### config.mk
export PLATFORM = sky130hd
export DESIGN_NAME = parity_check_fifo_flat
export DESIGN_NICKNAME = d
export VERILOG_FILES = /design/src/rtl/parity_check_fifo_if.sv /design/src/rtl/parity_check_fifo.sv /design/src/flat_wrapper.sv
export SDC_FILE = /design/constraint.sdc
export NUM_CORES = 1
export LEC_CHECK = 0
export ABC_AREA = 1
export CORE_ASPECT_RATIO = 1.2
export CORE_MARGIN = 4
export CORE_UTILIZATION = 40
export DETAILED_ROUTE_END_ITERATION = 10
export PLACE_DENSITY = 0.61
export SLEW_MARGIN = 10
export SYNTH_ARGS = -nofsm -noshare
export SYNTH_HDL_FRONTEND = slang
export SYNTH_SLANG_ARGS = --single-unit
### constraint.sdc
create_clock -name clk_i -period 3.65 [get_ports clk_i]
set_input_delay 0.73 -clock clk_i [delete_from_list [all_inputs] [get_ports clk_i]]
set_output_delay 0.73 -clock clk_i [all_outputs]
set_load 0.01 [all_outputs]
### src/rtl/parity_check_fifo_if.sv
// Handshake bundle for parity_check_fifo:
// upstream words, FIFO head, stats.
interface parity_check_fifo_if #(
  parameter int CNT_W = 8
);
  logic             valid_i;
  logic [2:0]       data_i;
  logic             parity_i;
  logic             ready_o;
  logic             valid_o;
  logic [2:0]       data_o;
  logic             err_o;
  logic             ready_i;
  logic             clear_i;
  logic [CNT_W-1:0] err_cnt_o;
  logic             alarm_o;

  modport master (
    output valid_i, data_i, parity_i,
    output ready_i, clear_i,
    input  ready_o, valid_o, data_o,
    input  err_o, err_cnt_o, alarm_o
  );

  modport slave (
    input  valid_i, data_i, parity_i,
    input  ready_i, clear_i,
    output ready_o, valid_o, data_o,
    output err_o, err_cnt_o, alarm_o
  );
endinterface

### src/rtl/parity_check_fifo.sv
// Odd-parity checker feeding a FWFT FIFO,
// with error stats and consecutive-error lockout.
module parity_check_fifo #(
  parameter int DEPTH        = 4,
  parameter int CNT_W        = 8,
  parameter int ALARM_THRESH = 3
) (
  input logic clk_i,
  input logic rst_i,
  parity_check_fifo_if.slave bus
);
  localparam int AW = $clog2(DEPTH);

  typedef enum logic {RUN, LOCK} state_t;

  state_t           state;
  logic [AW:0]      wptr;
  logic [AW:0]      rptr;
  logic [3:0]       mem [DEPTH];
  logic [3:0]       last;
  logic [3:0]       head;
  logic [7:0]       consec;
  logic [CNT_W-1:0] err_cnt;
  logic             alarm;
  logic             full;
  logic             empty;
  logic             acc;
  logic             push;
  logic             pop;
  logic             err;

  assign empty = wptr == rptr;
  assign full  = (wptr[AW] != rptr[AW]) &&
                 (wptr[AW-1:0] == rptr[AW-1:0]);
  assign err   = bus.parity_i != ^bus.data_i;

  assign bus.ready_o = !rst_i && (state == LOCK || !full);

  assign acc  = bus.valid_i && bus.ready_o;
  assign push = acc && state == RUN;
  assign pop  = !empty && bus.ready_i;

  // Empty FIFO keeps showing the last popped word.
  assign head = empty ? last : mem[rptr[AW-1:0]];

  assign bus.valid_o   = !empty;
  assign bus.data_o    = head[2:0];
  assign bus.err_o     = head[3];
  assign bus.err_cnt_o = err_cnt;
  assign bus.alarm_o   = alarm;

  always_ff @(posedge clk_i or posedge rst_i) begin
    if (rst_i) begin
      wptr <= '0;
      rptr <= '0;
      last <= '0;
      for (int i = 0; i < DEPTH; i++) mem[i] <= '0;
    end else begin
      if (push) begin
        mem[wptr[AW-1:0]] <= {err, bus.data_i};
        wptr <= wptr + 1'b1;
      end
      if (pop) begin
        last <= head;
        rptr <= rptr + 1'b1;
      end
    end
  end

  always_ff @(posedge clk_i or posedge rst_i) begin
    if (rst_i) begin
      state   <= RUN;
      consec  <= '0;
      err_cnt <= '0;
      alarm   <= 1'b0;
    end else if (bus.clear_i) begin
      state   <= RUN;
      consec  <= '0;
      err_cnt <= '0;
      alarm   <= 1'b0;
    end else if (push && err) begin
      consec <= consec + 8'd1;
      if (!(&err_cnt)) err_cnt <= err_cnt + 1'b1;
      if (consec + 8'd1 == 8'(ALARM_THRESH)) begin
        state <= LOCK;
        alarm <= 1'b1;
      end
    end else if (push) begin
      consec <= '0;
    end
  end
endmodule

### src/flat_wrapper.sv
// flat-port wrapper written by rule: the top's interface ports become plain ports
module parity_check_fifo_flat 
#(
  parameter int DEPTH        = 4,
  parameter int CNT_W        = 8,
  parameter int ALARM_THRESH = 3
)
  (clk_i, rst_i, bus_valid_i, bus_data_i, bus_parity_i, bus_ready_i, bus_clear_i, bus_ready_o, bus_valid_o, bus_data_o, bus_err_o, bus_err_cnt_o, bus_alarm_o);
  parity_check_fifo_if #(.CNT_W(CNT_W)) bus_i ();
  input logic clk_i;
  input logic rst_i;
  input wire logic [$bits(bus_i.valid_i)-1:0] bus_valid_i;
  input wire logic [$bits(bus_i.data_i)-1:0] bus_data_i;
  input wire logic [$bits(bus_i.parity_i)-1:0] bus_parity_i;
  input wire logic [$bits(bus_i.ready_i)-1:0] bus_ready_i;
  input wire logic [$bits(bus_i.clear_i)-1:0] bus_clear_i;
  output wire logic [$bits(bus_i.ready_o)-1:0] bus_ready_o;
  output wire logic [$bits(bus_i.valid_o)-1:0] bus_valid_o;
  output wire logic [$bits(bus_i.data_o)-1:0] bus_data_o;
  output wire logic [$bits(bus_i.err_o)-1:0] bus_err_o;
  output wire logic [$bits(bus_i.err_cnt_o)-1:0] bus_err_cnt_o;
  output wire logic [$bits(bus_i.alarm_o)-1:0] bus_alarm_o;
  assign bus_i.valid_i = bus_valid_i;
  assign bus_i.data_i = bus_data_i;
  assign bus_i.parity_i = bus_parity_i;
  assign bus_i.ready_i = bus_ready_i;
  assign bus_i.clear_i = bus_clear_i;
  assign bus_ready_o = bus_i.ready_o;
  assign bus_valid_o = bus_i.valid_o;
  assign bus_data_o = bus_i.data_o;
  assign bus_err_o = bus_i.err_o;
  assign bus_err_cnt_o = bus_i.err_cnt_o;
  assign bus_alarm_o = bus_i.alarm_o;
  parity_check_fifo #(.DEPTH(DEPTH), .CNT_W(CNT_W), .ALARM_THRESH(ALARM_THRESH)) u_core (.clk_i(clk_i), .rst_i(rst_i), .bus(bus_i));
endmodule
After elaboration in Yosys (flattened, before gate mapping)
Cells that the tools add are included.
{"block": "totals", "reg_bits": 43, "latchBits": 0, "ram_bits": 0, "mem_bits_ro": 0, "input_bits": 9, "output_inout_bits": 15, "word_cells": 60, "mem_count": 0}
{"block": "classes", "n_addsub": 4, "multipliers": 0, "n_div": 0, "order_cmp": 3, "n_eq_ne": 6, "shifts": 0, "mux": 16, "n_bitwise": 3, "reduce_logical": 18}
{"operator": "$mux W8", "n": 6}
{"operator": "$add A8 B1 Y8 const B", "n": 2}
{"operator": "$bwmux W16", "n": 1}
{"operator": "$mux W4", "n": 4}
{"operator": "$bmux W4 S2", "n": 1}
{"operator": "$demux W4 S2", "n": 1}
{"operator": "$eq A8 B2 Y1 const B", "n": 1}
{"operator": "$reduce_and A8 Y1", "n": 1}
{"operator": "$logic_and A1 B1 Y1", "n": 7}
{"operator": "$add A3 B1 Y3 const B", "n": 2}
{"operator": "$ge A3 B3 Y1 const B", "n": 2}
{"operator": "$not A2 Y3", "n": 2}
{"operator": "$reduce_and A2 Y1", "n": 2}
{"operator": "$reduce_bool A2 Y1", "n": 2}
{"operator": "$eq A3 B3 Y1", "n": 1}
{"operator": "$logic_not A1 Y1", "n": 3}
{"operator": "$lt A3 B1 Y1 const B", "n": 1}
{"operator": "$mux W1", "n": 3}
{"operator": "$reduce_bool A3 Y1", "n": 1}
{"operator": "$reduce_xor A3 Y1", "n": 1}
{"operator": "$eq A2 B2 Y1", "n": 1}
{"operator": "$ne A1 B1 Y1", "n": 2}
{"operator": "$ne A2 B2 Y1 const B", "n": 1}
{"operator": "$logic_or A1 B1 Y1", "n": 1}
{"operator": "$not A1 Y1", "n": 1}

Longest topological paths before layout
Gate-level depths: netlist of run 1.
{"block": "logic_depth", "ltp_word": 10, "ltp_mapped": 12, "ltp_nobuf": 11}

Worst setup path after synthesis of run 1
OpenSTA, ideal clock, no wires.
{"block": "synth_timing", "path_type": "input port to flip-flop", "startpoint": "input port rst_i", "endpoint": "register u_core.err_cnt[2], in the netlist u_core.bus.err_cnt_o[2]", "t_arrival_ns": 2.354, "required_ns": 3.532, "path_slack_ns": 1.178, "path_stages": 7, "path_cell_list": "inv_1 -> nand3_4 -> nor2_2 -> buf_6 -> nand2_4 -> nand3_1 -> nand2_1"}
{"block": "synth_via", "elab_chain_cells": 7}
{"element": "from (decl)", "line": "flat_wrapper.sv:11", "rtl": "input logic rst_i;"}
{"element": "$logic_not A1 Y1", "line": "parity_check_fifo.sv:37", "rtl": "assign bus.ready_o = !rst_i && (state == LOCK || !full);"}
{"element": "$logic_and A1 B1 Y1", "line": "parity_check_fifo.sv:37"}
{"element": "$logic_and A1 B1 Y1", "line": "parity_check_fifo.sv:39", "rtl": "assign acc = bus.valid_i && bus.ready_o;"}
{"element": "$logic_and A1 B1 Y1", "line": "parity_check_fifo.sv:40", "rtl": "assign push = acc && state == RUN;"}
{"element": "$logic_and A1 B1 Y1", "line": "parity_check_fifo.sv:81", "rtl": "end else if (push && err) begin"}
{"element": "$reduce_bool A2 Y1 (no line)"}
{"element": "$reduce_and A2 Y1 (no line)"}
{"element": "to (signal assigned)", "line": "parity_check_fifo.sv:83", "rtl": "if (!(&err_cnt)) err_cnt <= err_cnt + 1'b1;"}
{"element": "to (decl)", "line": "parity_check_fifo.sv:23", "rtl": "logic [CNT_W-1:0] err_cnt;"}
No other way between the ends.
A chain may end at the register's enable or synchronous reset.

Worst setup path in the final report of run 1
{"block": "layout_timing", "startpoint": "register u_core.rptr[0]", "endpoint": "output port bus_data_o[2]"}
{"block": "layout_via", "elab_chain_cells": 5, "elab_cells_between_ends": 6, "classes_between": "eq/ne (1); mux (4); bitwise (1)"}
{"element": "from (decl)", "line": "parity_check_fifo.sv:18", "rtl": "logic [AW:0] rptr;"}
{"element": "from (signal assigned)", "line": "parity_check_fifo.sv:65", "rtl": "rptr <= rptr + 1'b1;"}
{"element": "$not A2 Y3 (not written as such)", "line": "parity_check_fifo.sv:44", "rtl": "assign head = empty ? last : mem[rptr[AW-1:0]];"}
{"element": "$bmux W4 S2", "line": "parity_check_fifo.sv:44"}
{"element": "$mux W4 (not written as such) (2 in a row)", "line": "parity_check_fifo.sv:44"}
{"element": "$mux W4 (*)", "line": "parity_check_fifo.sv:44"}
{"element": "to (decl)", "line": "flat_wrapper.sv:19", "rtl": "output wire logic [$bits(bus_i.data_o)-1:0] bus_data_o;"}
Mark *: on every way between the ends. The rest lies on a longest branch, timed or not. The select of a mux whose other input is x is not followed.

==> impl_results.md, run 1 <==
- Post-CTS Resized: 0
- Sequential element share of the synthesized area: 44.5%
- Placer Congestion: 0.810
- Clock slew seen by the registers of the worst setup and hold paths: 80 ps
- Post-CTS Setup Inserts: 0
- Synth cell count leaders: nand2_1 (98), dfrtp_1 (43), inv_1 (42)
- Routed wire length: 5.00 mm
- Syn_area_per_cell: 7.61 um^2
- Crit path arrival time: 2160 ps
- Maximum fanout along the worst path: 11
- CTS tree: done
- Slew headroom: 59.9%
- Crit share post-route: 79.2%
- Horiz. Die Dim: 79.0 um
- Slew @ Worst Pin: 600 ps
- Netlist Area Pre-Place: 2420 um^2
- Largest cells by area after synthesis: dfrtp_1 (44%), nand2_1 (15%), o21ai_0 (8.1%)
- Root buf cell: clkbuf_8
- Clock Latency Late Sink: 290 ps
- RSZ-0062 raised after global routing: false
- Final setup vio count: 0
- Die area: 7360 um^2
- Via density: 4.82
- Pin count of the biggest net entering global routing: 44
- DRT iter0 DRCs: 75
- Worst min path class: reg -> reg
- Pwr per Cell Area: 650 nW/um^2
- DRT antenna net count: 0
- WL/cell: 11.9 um
- Final WS setup: 761 ps
- Status: complete, no violations
- Yosys reg bits: 43
- Slew Limit Fails: 0
- Max clock buf depth: 2
- First-pass GRT wire length: 8.76 mm
- 1st-pass router iterations: 4
- Setup CP Type: reg -> out
- FF-to-FF setup slack: 1410 ps
- Synth Warn #: 0
- Final min period: 2890 ps
- Placement Setup Slack: 940 ps
- H-tree depth: 2
- Core area: 5780 um^2
- Die H: 93.2 um
- Pwr Total: 1.83 mW
- Initial Util: 41.8%
- Worst vdd rail ir drop: 0.292 mV
- Hold Path Depth: 2
- Vias in the first global route: 1922
- Ys async rst share: 100%
- Placed Cells: 414
- Fin Clk Skew: 7.17 ps
- # nets final: 358
- Fillers: 602
- Antenna violations before repair: 0
- FF/Latch Area: 1080 um^2
- Row cnt: 30
- Hpwl dp: 3.64 mm
- Hold-fix buffers, CTS: 0
- Post-route insts no fill: 422
- Setup TNS: 0 ps
- Number of library cell types mapped by synthesis: 27
- CP endpoint kind: primary output
- Mapped Cells: 318
- I/O pin count: 24
- Area of the multi-input gates: 1120 um^2
- Top-area cell type share of the netlist area: 44.5%
- Vias: 2035
- All-Layer GR Usage: 15.0%
- Layout cells sized above 1: 6.14%
- Leakage: 1.43 nW
- PortBufs: 23
- Reg2reg path depth: 11
- DRC: 0
- Critical Path Start Type: register
- Syn Nets: 335
- Area growth syn-to-layout: 16.7%
- Post-synth top flop: dfrtp_1
- TritonCTS Sinks: 43
- Final Hold Fails: 0
- Highest Clock Rate: 346 MHz
- Yosys top cell by area: dfrtp_1
- Count leader, synth: nand2_1
- GRT overflow: 0
- Post-synth EDFFs: 0
- WP data required: 2920 ps
- Diode count: 0
- CTS buffer count: 5
- Number of max-cap violations: 0
[layout make-up]
type                       count  share of cell area (%)
multi-input combinational    223                    39.9
sequential                    43                    38.1
timing repair buffer          24                    8.43
inverter                      44                    5.85
tap                           80                    3.55
clock buffer                   6                    2.93
clock inverter                 2                    1.24
[placed cells by master (no fill, tap or decap), drive strengths merged]
master | synthesis | final
buf | 7 | 1
dfrtp | 43 | 43
nand4 | 10 | 10
a21oi | 3 | 3
clkbuf | 1 | 6
nor2 | 22 | 22
inv | 44 | 43
ha | 8 | 8
clkdlybuf4s50 | 0 | 23
nand2 | 103 | 103
bufinv | 0 | 1
o21ai | 41 | 41
o22ai | 3 | 3
nor3 | 2 | 2
nand3b | 1 | 1
clkinv | 0 | 2
xor2 | 7 | 7
nand3 | 20 | 20
xnor2 | 3 | 3
[logic make-up (layout without fill, tap and decap cells)]
| family | after synthesis | count (layout) | share of synthesized area [%] |
|---|---|---|---|
| and+or+nand+nor | 158 | 158 | 28.9 |
| buffers and inverters | 52 | 76 | 9.00 |
| AOI/OAI and AO/OA | 47 | 47 | 9.88 |
| DFF | 43 | 43 | 44.5 |
| xor gates and xnor gates | 10 | 10 | 3.62 |
| adders and majority gates | 8 | 8 | 4.14 |
[layer usage]
metal	track usage, %	vias to the layer above	wire [um]
li1	-	1048	-
met1	18.6	936	2310
met4	7.31	0	162
met5	0	-	0
met3	3.37	13	195
met2	24.4	38	2330
[where the power goes]
| part | total, mW | switching, mW | internal (mW) | leakage, nW |
|---|---|---|---|---|
| clock | 0.385 | 0.164 | 0.222 | 0.0612 |
| combinational | 0.736 | 0.437 | 0.299 | 0.808 |
| sequential | 0.712 | 0.0974 | 0.615 | 0.559 |
| total | 1.83 | 0.698 | 1.14 | 1.43 |
[path summary, 6_finish.rpt]
check	to	start
max	bus_data_o[2]	u_core.rptr[0]
min	u_core.consec[5]	u_core.consec[5]
max reg2reg	u_core.consec[6]	u_core.rptr[0]
min reg2reg	u_core.consec[5]	u_core.consec[5]
max in group asynchronous	u_core.bus.err_cnt_o[6]	rst_i
min in group asynchronous	u_core.state	rst_i
[flip-flops by register name, indices dropped and copies added, names as in the netlist]
name                  cells
u_core.consec             8
u_core.wptr               3
u_core.last               4
u_core.state              1
u_core.rptr               3
u_core.mem               16
u_core.bus.err_cnt_o      8
[per-stage QoR]
stage                     utilization, %  hold slack [ps]  area (um^2)
after floorplan                        -              453         2420
after global placement              46.8              468         2700
after detailed placement            46.8              479         2700
after CTS                           48.8              498         2820
after global routing                48.8              517         2820
final                               48.8              490         2820
[worst max-delay path, stage by stage, from the launching register on]
cell             delay (ps)
dfrtp_1                 530
inv_2                   150
nand2_1                 100
nand2_2                  60
nor2_4                  120
nand2_2                 140
o21ai_0                 190
clkdlybuf4s50_1         560
(Power assumes the default switching activity.)
==> run 2, diff against run 1 <==
--- a/config.mk
+++ b/config.mk
@@ -10,7 +10,7 @@
 export CORE_MARGIN = 4
 export CORE_UTILIZATION = 40
 export DETAILED_ROUTE_END_ITERATION = 10
-export PLACE_DENSITY = 0.61
+export PLACE_DENSITY = 0.64
 export SLEW_MARGIN = 10
 export SYNTH_ARGS = -nofsm -noshare
 export SYNTH_HDL_FRONTEND = slang
==> constraint.sdc (replaced) <==
create_clock -name clk_i -period 2.54 [get_ports clk_i]
set_input_delay 0.508 -clock clk_i [delete_from_list [all_inputs] [get_ports clk_i]]
set_output_delay 0.508 -clock clk_i [all_outputs]
set_load 0.01 [all_outputs]
==> run 2 against run 1 <==
  * Worst hold slack about the same
  * Sequential power increased by 42%
  * Flip-flop and latch count unchanged
  * Register-to-register slack got worse by 660 ps
  * Largest power group unchanged
  * Design area increased by 1.9%
  * Utilization increased by 0.93 points
  * First-iteration DRC count increased by 20%
  * Global-route usage decreased by 0.11 points
  * Clock skew increased by 4.8 ps
  * Clock power increased by 28%
  * Combinational power increased by 54%
  * Final cell count increased by 1.7%
==> impl_results.md, run 2 (synthesized netlist as in run 1, its figures left out) <==
- Placer Congestion: 0.790 (was 0.810)
- Worst min path class: reg -> reg (unchanged)
- Pwr per Cell Area: 914 nW/um^2 (was 650 nW/um^2)
- Setup TNS: 0 ps (unchanged)
- Setup CP Type: reg -> out (unchanged)
- Hold_ws: 490 ps (about the same)
- Pin count of the biggest net entering global routing: 44 (unchanged)
- Status: complete, no violations (unchanged)
- 1st-pass router iterations: 4 (unchanged)
- Critical Path Start Type: register (unchanged)
- Worst vdd rail ir drop: 0.405 mV (was 0.292 mV)
- Endpoint, Worst Hold: u_core.consec[5] (unchanged)
- Die H: 93.2 um (unchanged)
- CTS buffer count: 5 (unchanged)
- CP endpoint kind: primary output (unchanged)
- Crit share post-route: 95.1%
- All-Layer GR Usage: 14.9% (was 15.0%)
- First-pass GRT wire length: 8.63 mm (was 8.76 mm)
- CTS tree: done (unchanged)
- Number of max-cap violations: 0 (unchanged)
- Final Hold Fails: 0 (unchanged)
- Commonest non-fill, non-tap cell in the layout: nand2_1 (unchanged)
- Highest Clock Rate: 414 MHz
- # nets final: 365 (was 358)
- Initial Util: 41.8% (unchanged)
- Hold path start: u_core.consec[5] (unchanged)
- Vias in the first global route: 1943 (was 1922)
- Slew headroom: 63.2% (was 59.9%)
- FF-to-FF Start: u_core.wptr[1] (was u_core.rptr[0])
- Final min period: 2420 ps
- Reg2reg path depth: 11 (unchanged)
- Clock Latency Late Sink: 310 ps (was 290 ps)
- Placed Cells: 417 (was 414)
- Util after Layout: 49.7% (was 48.8%)
- Placement Setup Slack: 227 ps (was 940 ps)
- Post-route insts no fill: 429 (was 422)
- Diode count: 0 (unchanged)
- Leakage: 1.48 nW (was 1.43 nW)
- Die area: 7360 um^2 (unchanged)
- DRC: 0 (unchanged)
- PortBufs: 23 (unchanged)
- Maximum fanout along the worst path: 10 (was 11)
- I/O pin count: 24 (unchanged)
- Vias: 2023 (was 2035)
- Fin area: 2880 um^2 (was 2820 um^2)
- Pwr Total: 2.63 mW (was 1.83 mW)
- Root buf cell: clkbuf_8 (unchanged)
- Antenna violations before repair: 0 (unchanged)
- Layout cells sized above 1: 8.60% (was 6.14%)
- Fin Clk Skew: 12.0 ps (was 7.17 ps)
- Flip-flop count of the largest register after layout: 16 (unchanged)
- TritonCTS Sinks: 43 (unchanged)
- Horiz. Die Dim: 79.0 um (unchanged)
- Top delay family on crit path: buffers and inverters (unchanged)
- Commonest non-fill, non-tap cells in the layout: nand2_1 (98), inv_1 (41), dfrtp_1 (41) (was nand2_1 (98), dfrtp_1 (43), inv_1 (41))
- DRT antenna net count: 0 (unchanged)
- FF-to-FF End: u_core.bus.err_cnt_o[0] (was u_core.consec[6])
- Fillers: 582 (was 602)
- Row cnt: 30 (unchanged)
- CP Cell Sequence: inv_1, nand2_1, nand2_1, nor2_4, nand2_4, o21ai_1, clkdlybuf4s50_1 (was inv_2, nand2_1, nand2_2, nor2_4, nand2_2, o21ai_0, clkdlybuf4s50_1)
- CP dominant cell by count: nand2_1 (was nand2_2)
- Slowest stage delay, CP: 540 ps (was 560 ps)
- Final WS setup: 125 ps (was 761 ps)
- FF-to-FF setup slack: 750 ps (was 1410 ps)
- Final setup vio count: 0 (unchanged)
- Placed Area: 2730 um^2 (was 2700 um^2)
- WL/cell: 11.9 um (about the same)
- Clock slew seen by the registers of the worst setup and hold paths: 70 ps (was 80 ps)
- DRT iter0 DRCs: 90 (was 75)
- Top reg by flops: u_core.mem (unchanged)
- GRT overflow: 0 (unchanged)
- Hpwl dp: 3.59 mm (was 3.64 mm)
- Slew @ Worst Pin: 552 ps (was 600 ps)
- Slew Limit Fails: 0 (unchanged)
- CP bufs+invs: 2 (unchanged)
- CP max-delay cell: clkdlybuf4s50_1 (unchanged)
- Max clock buf depth: 2 (unchanged)
- H-tree depth: 2 (unchanged)
- Core area: 5780 um^2 (unchanged)
- Routed wire length: 5.09 mm (was 5.00 mm)
- WP data required: 2030 ps (was 2920 ps)
- Hold Path Depth: 2 (unchanged)
- Crit path arrival time: 1910 ps (was 2160 ps)
- Area growth syn-to-layout: 18.9% (was 16.7%)
- Via density: 4.72 (was 4.82)
[run 2: cell types whose count changed in the layout (fill, tap and decap cells not counted), moves of 2 or more]
cell,previous run,this run
clkdlybuf4s50_1,23,21
o21ai_0,39,37
dlymetal6s2s_1,0,2
dfrtp_2,0,2
dfrtp_1,43,41
buf_4,1,8
o21ai_1,2,4
[run 2: layout make-up]
| cell class | instances | area, um^2 | share of cell area, % |
|---|---|---|---|
| multi-input combinational | 223 | 1130 | 39.3 |
| timing repair buffer | 31 | 295 | 10.3 |
| inverter | 44 | 168 | 5.83 |
| clock inverter | 1 | 7.51 | 0.261 |
| tap | 80 | 100 | 3.48 |
| clock buffer | 7 | 96.3 | 3.35 |
| sequential | 43 | 1080 | 37.5 |
[run 2: layer usage]
layer | global-route usage (%) | up-vias | wire length [um]
met5 | 0 | - | 0
met3 | 2.89 | 6 | 137
met2 | 25.8 | 23 | 2540
li1 | - | 1065 | -
met4 | 6.59 | 0 | 92
met1 | 17.7 | 929 | 2320
[run 2: worst min-delay path, cell delays in order (launching register included)]
cell	delay, ps
dfrtp_1	340
nand2_1	50
o21ai_0	60
[run 2: report_power, final]
group	internal, mW	total, mW	leakage (nW)	switching (mW)
clock network	0.248	0.492	0.0505	0.245
registers	0.887	1.01	0.556	0.120
logic	0.471	1.13	0.872	0.659
[run 2: what timing repair did]
action | CTS | global route
setup buffers | 1 | 3
hold buffers | 0 | 0
gates resized for setup | 2 | 6
setup endpoints to repair | 4 | 4
[run 2: worst max-delay path by stage]
stage,startpoint,end,slack (ps),cells past startpoint
3_3_place_gp,u_core.rptr[0],bus_err_o,300,7
3_5_place_dp,u_core.rptr[0],bus_data_o[0],230,7
5_1_grt,u_core.wptr[1],bus_err_o,-10,7
4_1_cts,u_core.wptr[0],bus_data_o[0],10,7
6_report,u_core.wptr[1],bus_data_o[0],120,7
2_1_floorplan,rst_i,u_core.bus.err_cnt_o[2],290,7
